<file path="config.mk">
export PLATFORM = sky130hd
export DESIGN_NAME = sf2_led_ctrl
export DESIGN_NICKNAME = d
export VERILOG_FILES = /design/src/rtl/sf2_led_ctrl_pkg.sv /design/src/rtl/sf2_led_ctrl_tick.sv /design/src/rtl/sf2_led_ctrl.sv
export SDC_FILE = /design/constraint.sdc
export NUM_CORES = 1
export LEC_CHECK = 0
export BUFFER_PORTS_ARGS = -buffer_cell sky130_fd_sc_hd__buf_2
export CAP_MARGIN = 20
export CORE_MARGIN = 4
export CORE_UTILIZATION = 38
export DETAILED_ROUTE_END_ITERATION = 16
export GPL_ROUTABILITY_DRIVEN = 1
export HOLD_SLACK_MARGIN = 0.08
export PLACE_DENSITY_LB_ADDON = 0.3
export SLEW_MARGIN = 20
export SYNTH_ARGS = -nofsm -noshare
export SYNTH_HDL_FRONTEND = slang
export SYNTH_SLANG_ARGS = --single-unit
export TNS_END_PERCENT = 100
</file>
<file path="constraint.sdc">
create_clock -name clk_50mhz -period 6.1 [get_ports clk_50mhz]
set_clock_uncertainty 0.15 [all_clocks]
set_input_delay 1.22 -clock clk_50mhz [delete_from_list [all_inputs] [get_ports clk_50mhz]]
set_output_delay 1.22 -clock clk_50mhz [all_outputs]
set_load 0.02 [all_outputs]
</file>
<file path="src/rtl/sf2_led_ctrl_pkg.sv">
// Shared types, opcodes and LED pattern helper for the Kickstart LED controller.
// Latency: n/a (types and pure functions only).
// Backpressure: n/a.
// Optional feature macro: SF2_LED_CTRL_PWM_EN (adds the SET_BRIGHT opcode).
package sf2_led_ctrl_pkg;

  typedef enum logic [1:0] {
    MODE_OFF    = 2'd0,
    MODE_COUNT  = 2'd1,
    MODE_MANUAL = 2'd2,
    MODE_FLASH  = 2'd3
  } mode_t;

  typedef enum logic [1:0] {
    ST_IDLE = 2'd0,
    ST_ARG  = 2'd1,
    ST_EXEC = 2'd2
  } state_t;

  localparam logic [7:0] OPC_SET_MODE   = 8'h01;
  localparam logic [7:0] OPC_SET_GREEN  = 8'h02;
  localparam logic [7:0] OPC_SET_RED    = 8'h03;
  localparam logic [7:0] OPC_SET_BRIGHT = 8'h04;

  typedef struct packed {
    logic [3:0] g;
    logic [3:0] r;
  } led_pair_t;

  // True when the opcode changes state; anything else raises cmd_err.
  function automatic logic opc_known(input logic [7:0] opc);
`ifdef SF2_LED_CTRL_PWM_EN
    return (opc == OPC_SET_MODE) || (opc == OPC_SET_GREEN) ||
           (opc == OPC_SET_RED)  || (opc == OPC_SET_BRIGHT);
`else
    return (opc == OPC_SET_MODE) || (opc == OPC_SET_GREEN) ||
           (opc == OPC_SET_RED);
`endif
  endfunction

  // Ungated LED pattern for a mode. Red wins on a bi-color LED, so green is
  // masked wherever red is lit.
  function automatic led_pair_t led_pattern(input mode_t      m,
                                            input logic [3:0] grn,
                                            input logic [3:0] red,
                                            input logic [4:0] step);
    led_pair_t p;
    p = '0;
    case (m)
      MODE_OFF: p = '0;
      MODE_COUNT: begin
        if (step[4]) p.r = step[3:0];
        else         p.g = step[3:0];
      end
      MODE_MANUAL: begin
        p.r = red;
        p.g = grn & ~red;
      end
      MODE_FLASH: begin
        if (step[0]) begin
          p.r = red;
          p.g = grn & ~red;
        end
      end
      default: p = '0;
    endcase
    return p;
  endfunction

endpackage

</file>
<file path="src/rtl/sf2_led_ctrl_tick.sv">
// Step timer: prescaler wrapping every STEP_CYCLES clocks, 5-bit step counter.
// Latency: step changes on the edge where the prescaler wraps; clear takes effect next edge.
// Backpressure: none; free-running while enable_i is high, clear_i overrides a tick.
// Ports: clk_i, rst_ni (async active-low), clear_i, enable_i -> tick_o (1-cycle), step_o[4:0].
module sf2_led_tick
  #(parameter int STEP_CYCLES = 10)
  (
    input  logic       clk_i,
    input  logic       rst_ni,
    input  logic       clear_i,
    input  logic       enable_i,
    output logic       tick_o,
    output logic [4:0] step_o
  );

  localparam int CNT_W = (STEP_CYCLES > 1) ? $clog2(STEP_CYCLES) : 1;
  localparam logic [CNT_W-1:0] CNT_MAX = CNT_W'(STEP_CYCLES - 1);

  logic [CNT_W-1:0] presc_q, presc_d;
  logic [4:0]       step_q, step_d;

  assign tick_o = enable_i && (presc_q == CNT_MAX);
  assign step_o = step_q;

  always_comb begin
    presc_d = presc_q;
    step_d  = step_q;
    if (clear_i) begin
      presc_d = '0;
      step_d  = '0;
    end else if (enable_i) begin
      if (tick_o) begin
        presc_d = '0;
        step_d  = step_q + 5'd1;   // wraps 31 -> 0
      end else begin
        presc_d = presc_q + CNT_W'(1);
      end
    end
  end

  always_ff @(posedge clk_i or negedge rst_ni) begin
    if (!rst_ni) begin
      presc_q <= '0;
      step_q  <= '0;
    end else begin
      presc_q <= presc_d;
      step_q  <= step_d;
    end
  end

endmodule

</file>
<file path="src/rtl/sf2_led_ctrl.sv">
// Byte-command LED controller for the SmartFusion2 Kickstart bi-color LEDs.
// Latency: arg byte accepted on edge N -> config updates at N+1 -> led_* change at N+2.
// Backpressure: cmd_ready drops for the single EXEC cycle of each command; source holds the byte.
// Ports: clk_50mhz, rst_n (async active-low), cmd_valid/cmd_data[7:0]/cmd_ready byte stream,
//        cmd_err pulse, mode[1:0], led_g[3:0], led_r[3:0].
// Optional feature macro: SF2_LED_CTRL_PWM_EN (SET_BRIGHT opcode + 16-level PWM gating).
module sf2_led_ctrl
  import sf2_led_ctrl_pkg::*;
  #(parameter real CLK_FREQUENCY = 50.0e6,
    parameter real STEP_PERIOD   = 0.125)
  (
    input  logic       clk_50mhz,
    input  logic       rst_n,
    input  logic       cmd_valid,
    input  logic [7:0] cmd_data,
    output logic       cmd_ready,
    output logic       cmd_err,
    output logic [1:0] mode,
    output logic [3:0] led_g,
    output logic [3:0] led_r
  );

  localparam int STEP_CYCLES = integer'(CLK_FREQUENCY * STEP_PERIOD);

  state_t     state_q, state_d;
  logic       cmd_ready_q, cmd_ready_d;
  logic       cmd_err_q, cmd_err_d;
  logic [7:0] opc_q, opc_d;
  logic [3:0] arg_q, arg_d;        // only the low nibble of any arg is ever used
  mode_t      mode_q, mode_d;
  logic [3:0] green_q, green_d;
  logic [3:0] red_q, red_d;
  logic [3:0] led_g_q, led_g_d;
  logic [3:0] led_r_q, led_r_d;

  logic       accept;
  logic       step_clr;
  logic [4:0] step;
  logic       tick_unused;         // step alone carries all display timing here
  logic       pwm_on;
  led_pair_t  pat;

  assign accept   = cmd_valid && cmd_ready_q;
  assign step_clr = (state_q == ST_EXEC) && (opc_q == OPC_SET_MODE);

  sf2_led_tick #(.STEP_CYCLES(STEP_CYCLES)) u_tick (
    .clk_i    (clk_50mhz),
    .rst_ni   (rst_n),
    .clear_i  (step_clr),
    .enable_i (1'b1),
    .tick_o   (tick_unused),
    .step_o   (step)
  );

`ifdef SF2_LED_CTRL_PWM_EN
  logic [3:0] bright_q, bright_d;
  logic [3:0] pwm_q;

  assign pwm_on = (bright_q == 4'hF) || (pwm_q < bright_q);

  always_ff @(posedge clk_50mhz or negedge rst_n) begin
    if (!rst_n) begin
      bright_q <= 4'hF;
      pwm_q    <= '0;
    end else begin
      bright_q <= bright_d;
      pwm_q    <= pwm_q + 4'd1;
    end
  end
`else
  assign pwm_on = 1'b1;
`endif

  // Command FSM and config update.
  always_comb begin
    state_d   = state_q;
    opc_d     = opc_q;
    arg_d     = arg_q;
    cmd_err_d = 1'b0;
    mode_d    = mode_q;
    green_d   = green_q;
    red_d     = red_q;
`ifdef SF2_LED_CTRL_PWM_EN
    bright_d  = bright_q;
`endif
    case (state_q)
      ST_IDLE: begin
        if (accept) begin
          opc_d   = cmd_data;
          state_d = ST_ARG;
        end
      end
      ST_ARG: begin
        if (accept) begin
          arg_d     = cmd_data[3:0];
          state_d   = ST_EXEC;
          // Registered so the pulse lines up exactly with the EXEC cycle.
          cmd_err_d = !opc_known(opc_q);
        end
      end
      ST_EXEC: begin
        state_d = ST_IDLE;
        case (opc_q)
          OPC_SET_MODE:  mode_d  = mode_t'(arg_q[1:0]);
          OPC_SET_GREEN: green_d = arg_q;
          OPC_SET_RED:   red_d   = arg_q;
`ifdef SF2_LED_CTRL_PWM_EN
          OPC_SET_BRIGHT: bright_d = arg_q;
`endif
          default: ;
        endcase
      end
      default: state_d = ST_IDLE;
    endcase
    cmd_ready_d = (state_d != ST_EXEC);
  end

  // LEDs follow the current config one edge later.
  always_comb begin
    pat     = led_pattern(mode_q, green_q, red_q, step);
    led_g_d = pat.g & {4{pwm_on}};
    led_r_d = pat.r & {4{pwm_on}};
  end

  always_ff @(posedge clk_50mhz or negedge rst_n) begin
    if (!rst_n) begin
      state_q     <= ST_IDLE;
      cmd_ready_q <= 1'b0;
      cmd_err_q   <= 1'b0;
      opc_q       <= '0;
      arg_q       <= '0;
      mode_q      <= MODE_COUNT;
      green_q     <= '0;
      red_q       <= '0;
      led_g_q     <= '0;
      led_r_q     <= '0;
    end else begin
      state_q     <= state_d;
      cmd_ready_q <= cmd_ready_d;
      cmd_err_q   <= cmd_err_d;
      opc_q       <= opc_d;
      arg_q       <= arg_d;
      mode_q      <= mode_d;
      green_q     <= green_d;
      red_q       <= red_d;
      led_g_q     <= led_g_d;
      led_r_q     <= led_r_d;
    end
  end

  assign cmd_ready = cmd_ready_q;
  assign cmd_err   = cmd_err_q;
  assign mode      = mode_q;
  assign led_g     = led_g_q;
  assign led_r     = led_r_q;

endmodule

</file>
==> impl_metrics.ini <==
[cts]
cts.sinks = 62
ctsHoldBuffers = 0
clkTransAtPathRegs_ns = 0.07
cts_setup_buffers = 0
clk-insertion-delay-late_ns = 0.33
htree_num_levels = 3
root_buffer = clkbuf_8
cts_resized = 0
cts_buffer_depth = 2
cts_tree = yes
cts_buffers = 9

[layout]
drive_gt1_share_pct = 23.5
design_area_um2 = 3210
finish.net_count = 293
area.growth.synth_to_final_pct = 15.3
diodes = 0

[routing]
via_per_inst = 5.15
drc = 0
first_pass_iters = 4
vias = 1961
finalWirelength_um = 5130
drtAntennaViolNets = 0
wl_per_cell_um = 13.5
drt_iter0_markers = 68

[min_path]
min_from = state_q[1]
min_path_type = flop to flop

[worst_setup_path]
worstSetupPathType = flop to flop
worstPathArrival_ns = 2.83
worstReg2RegStart = u_tick.presc_q[6]
cp.required_ns = 6.16
startpoint_type = flop
crit_path_max_fanout = 17
crit_start = u_tick.presc_q[6]
end_kind = flop

[synthesis]
synthMuxAreaShare_pct = 9.31
yosysUniqueCellTypes = 35
yosys.area_share.simple_pct = 19.8
synth_compound_area_share_pct = 7.15
synth_fa_ha_area_share_pct = 0.899
ys_ff_latch = 62
syn_area_um2 = 2780
netlist_instances = 251
ys_warn_count = 0
seq_area_frac_synth_pct = 55.8
synth-xor-area-share_pct = 4.41
synth_top_family_by_area = simple AND/OR/NAND/NOR gates
syn_nets = 264
syn_area_per_cell_um2 = 11.1

[sta]
finalSetupTns_ns = 0
rsz0062_at_grt = no
setup_viol = 0
drv_slew = 0
worst_pin_slew_ns = 1.04
max_freq_mhz = 362
fin_crit_sh_pct = 45.3
final_hold_viol_count = 0
period_needed_ns = 2.77
slew_headroom_pct = 29.8

[floorplanning]
io-pin-count = 23
design.die.area_um2 = 8760
start_util_pct = 40.1
dieHeight_um = 93.6
rows = 30
core_um2 = 6940
die_w_um = 93.6

[global_route]
grt_pass1_vias = 1938
overflow = 0
grt_max_degree = 63
grt_usage_pct = 13.0
antenna_found_initial = 0
grt_first_pass_wirelength_um = 9030

[place]
dp_hpwl_um = 3520
dpl-instance-area_um2 = 3000
place.gp.congestion = 0.779
portBuffers = 22

[job]
drv_cap = 0

[power_and_ir_drop]
power_density_nw_per_um2 = 348
p_leak_nw = 1.41
total_power_mw = 1.12
ir_worst_vdd_v = 0.000148

[outcome]
status = complete, no violations
==> cell families after synthesis <==
kind of cell / after synthesis
AND/OR/NAND/NOR: 101
AO/OA/AOI/OAI: 32
adder cells (fa/ha/maj): 2
multiplexers: 23
flip-flops: 62
buffers and inverters: 17
XOR/XNOR: 14
==> cells in the final DEF (no fill, tap or decap), drive strengths merged, types with 4 or more instances in the layout <==
cell	instances
a21oi	12
a32o	4
and4	4
buf	25
clkbuf	10
dfrtp	61
inv	10
mux2	23
nand2	15
nand3	14
nand4	7
nor2	23
nor2b	4
nor3	5
nor4	4
o21ai	8
or3	8
or4	5
xnor2	6
xor2	8
==> cell usage after synthesis <==
library cell	count	area, µm²
a21oi_1	12	60.1
a32o_1	4	40.0
and3_1	2	12.5
and4_1	4	35.0
buf_2	1	5.00
buf_4	2	15.0
clkbuf_1	4	15.0
dfrtp_1	61	1530
dfstp_2	1	26.3
ha_1	2	25.0
inv_1	10	37.5
mux2_2	23	259
nand2_1	15	56.3
nand2b_1	3	18.8
nand3_1	14	70.1
nand3b_1	1	7.51
nand4_1	7	43.8
nand4b_1	1	8.76
nor2_1	23	86.3
nor2b_1	4	25.0
nor3_1	5	25.0
nor3b_1	1	7.51
nor4_1	3	18.8
nor4_2	1	12.5
o21ai_0	8	40.0
o21bai_1	1	7.51
o22ai_1	3	18.8
o31ai_1	2	15.0
o41ai_1	2	17.5
or2_2	1	6.26
or3_1	8	50.1
or4_1	5	37.5
or4b_1	3	30.0
xnor2_1	6	52.6
xor2_1	8	70.1
==> critical path, cell delays in order (launching register included) <==
cell and delay, ns:
dfrtp_1 0.46, or4b_1 0.53, or4_1 0.58, o21bai_1 0.53, buf_4 0.32, nor2_1 0.07
==> metal layers <==
metal	global-route usage, %	routed length (µm)	vias to the layer above
met1	17.0	2480	966
met4	7.10	104	0
met3	2.25	121	8
li1	-	-	964
met5	0	0	-
met2	20.5	2430	23
==> sequential cells by signal (all words and copies together), names as in the netlist <==
signal,count
state_q,2
u_tick.presc_q,23
red_q,4
led_g,4
mode,2
u_tick.step_o,5
opc_q,8
cmd_ready,1
arg_q,4
green_q,4
cmd_err,1
led_r,4
==> final cells by class <==
type | instances | area [µm²]
Clock inverter | 6 | 71.3
Clock buffer | 10 | 138
Tap cell | 96 | 120
Timing Repair Buffer | 25 | 133
Multi-Input combinational cell | 172 | 1160
Sequential cell | 62 | 1550
Fill cell | 655 | 3730
Inverter | 10 | 37.5
==> power breakdown <==
group          switching [mW]  internal [mW]  total (mW)
clock network           0.166          0.202       0.368
registers              0.0719          0.491       0.563
logic                  0.0920         0.0954       0.187
total                   0.330          0.788        1.12
==> path summary, 6_finish.rpt <==
| kind | endpoint | slack, ns | cells past startpoint |
|---|---|---|---|
| setup / recovery | u_tick.presc_q[7] | 3.33 | 5 |
| hold / removal | state_q[0] | 0.34 | 1 |
| setup reg to reg | u_tick.presc_q[7] | 3.33 | 5 |
| hold reg to reg | state_q[0] | 0.34 | 1 |
| max in group asynchronous | u_tick.presc_q[19] | 4.40 | 2 |
| min in group asynchronous | u_tick.presc_q[3] | 0.87 | 2 |
==> through the flow <==
stage / setup WS [ns] / hold slack (ns) / utilization, % / cells
after detailed placement: 3.18 / 0.330 / 43.2 / 365
final: 3.33 / 0.340 / 46.2 / 381
after global routing: 3.15 / 0.368 / 46.2 / 381
after CTS: 3.32 / 0.341 / 46.2 / 381
after floorplan: 3.52 / 0.299 / - / 251
after global placement: 3.24 / 0.318 / 43.2 / 365
(Power assumes the default switching activity.)
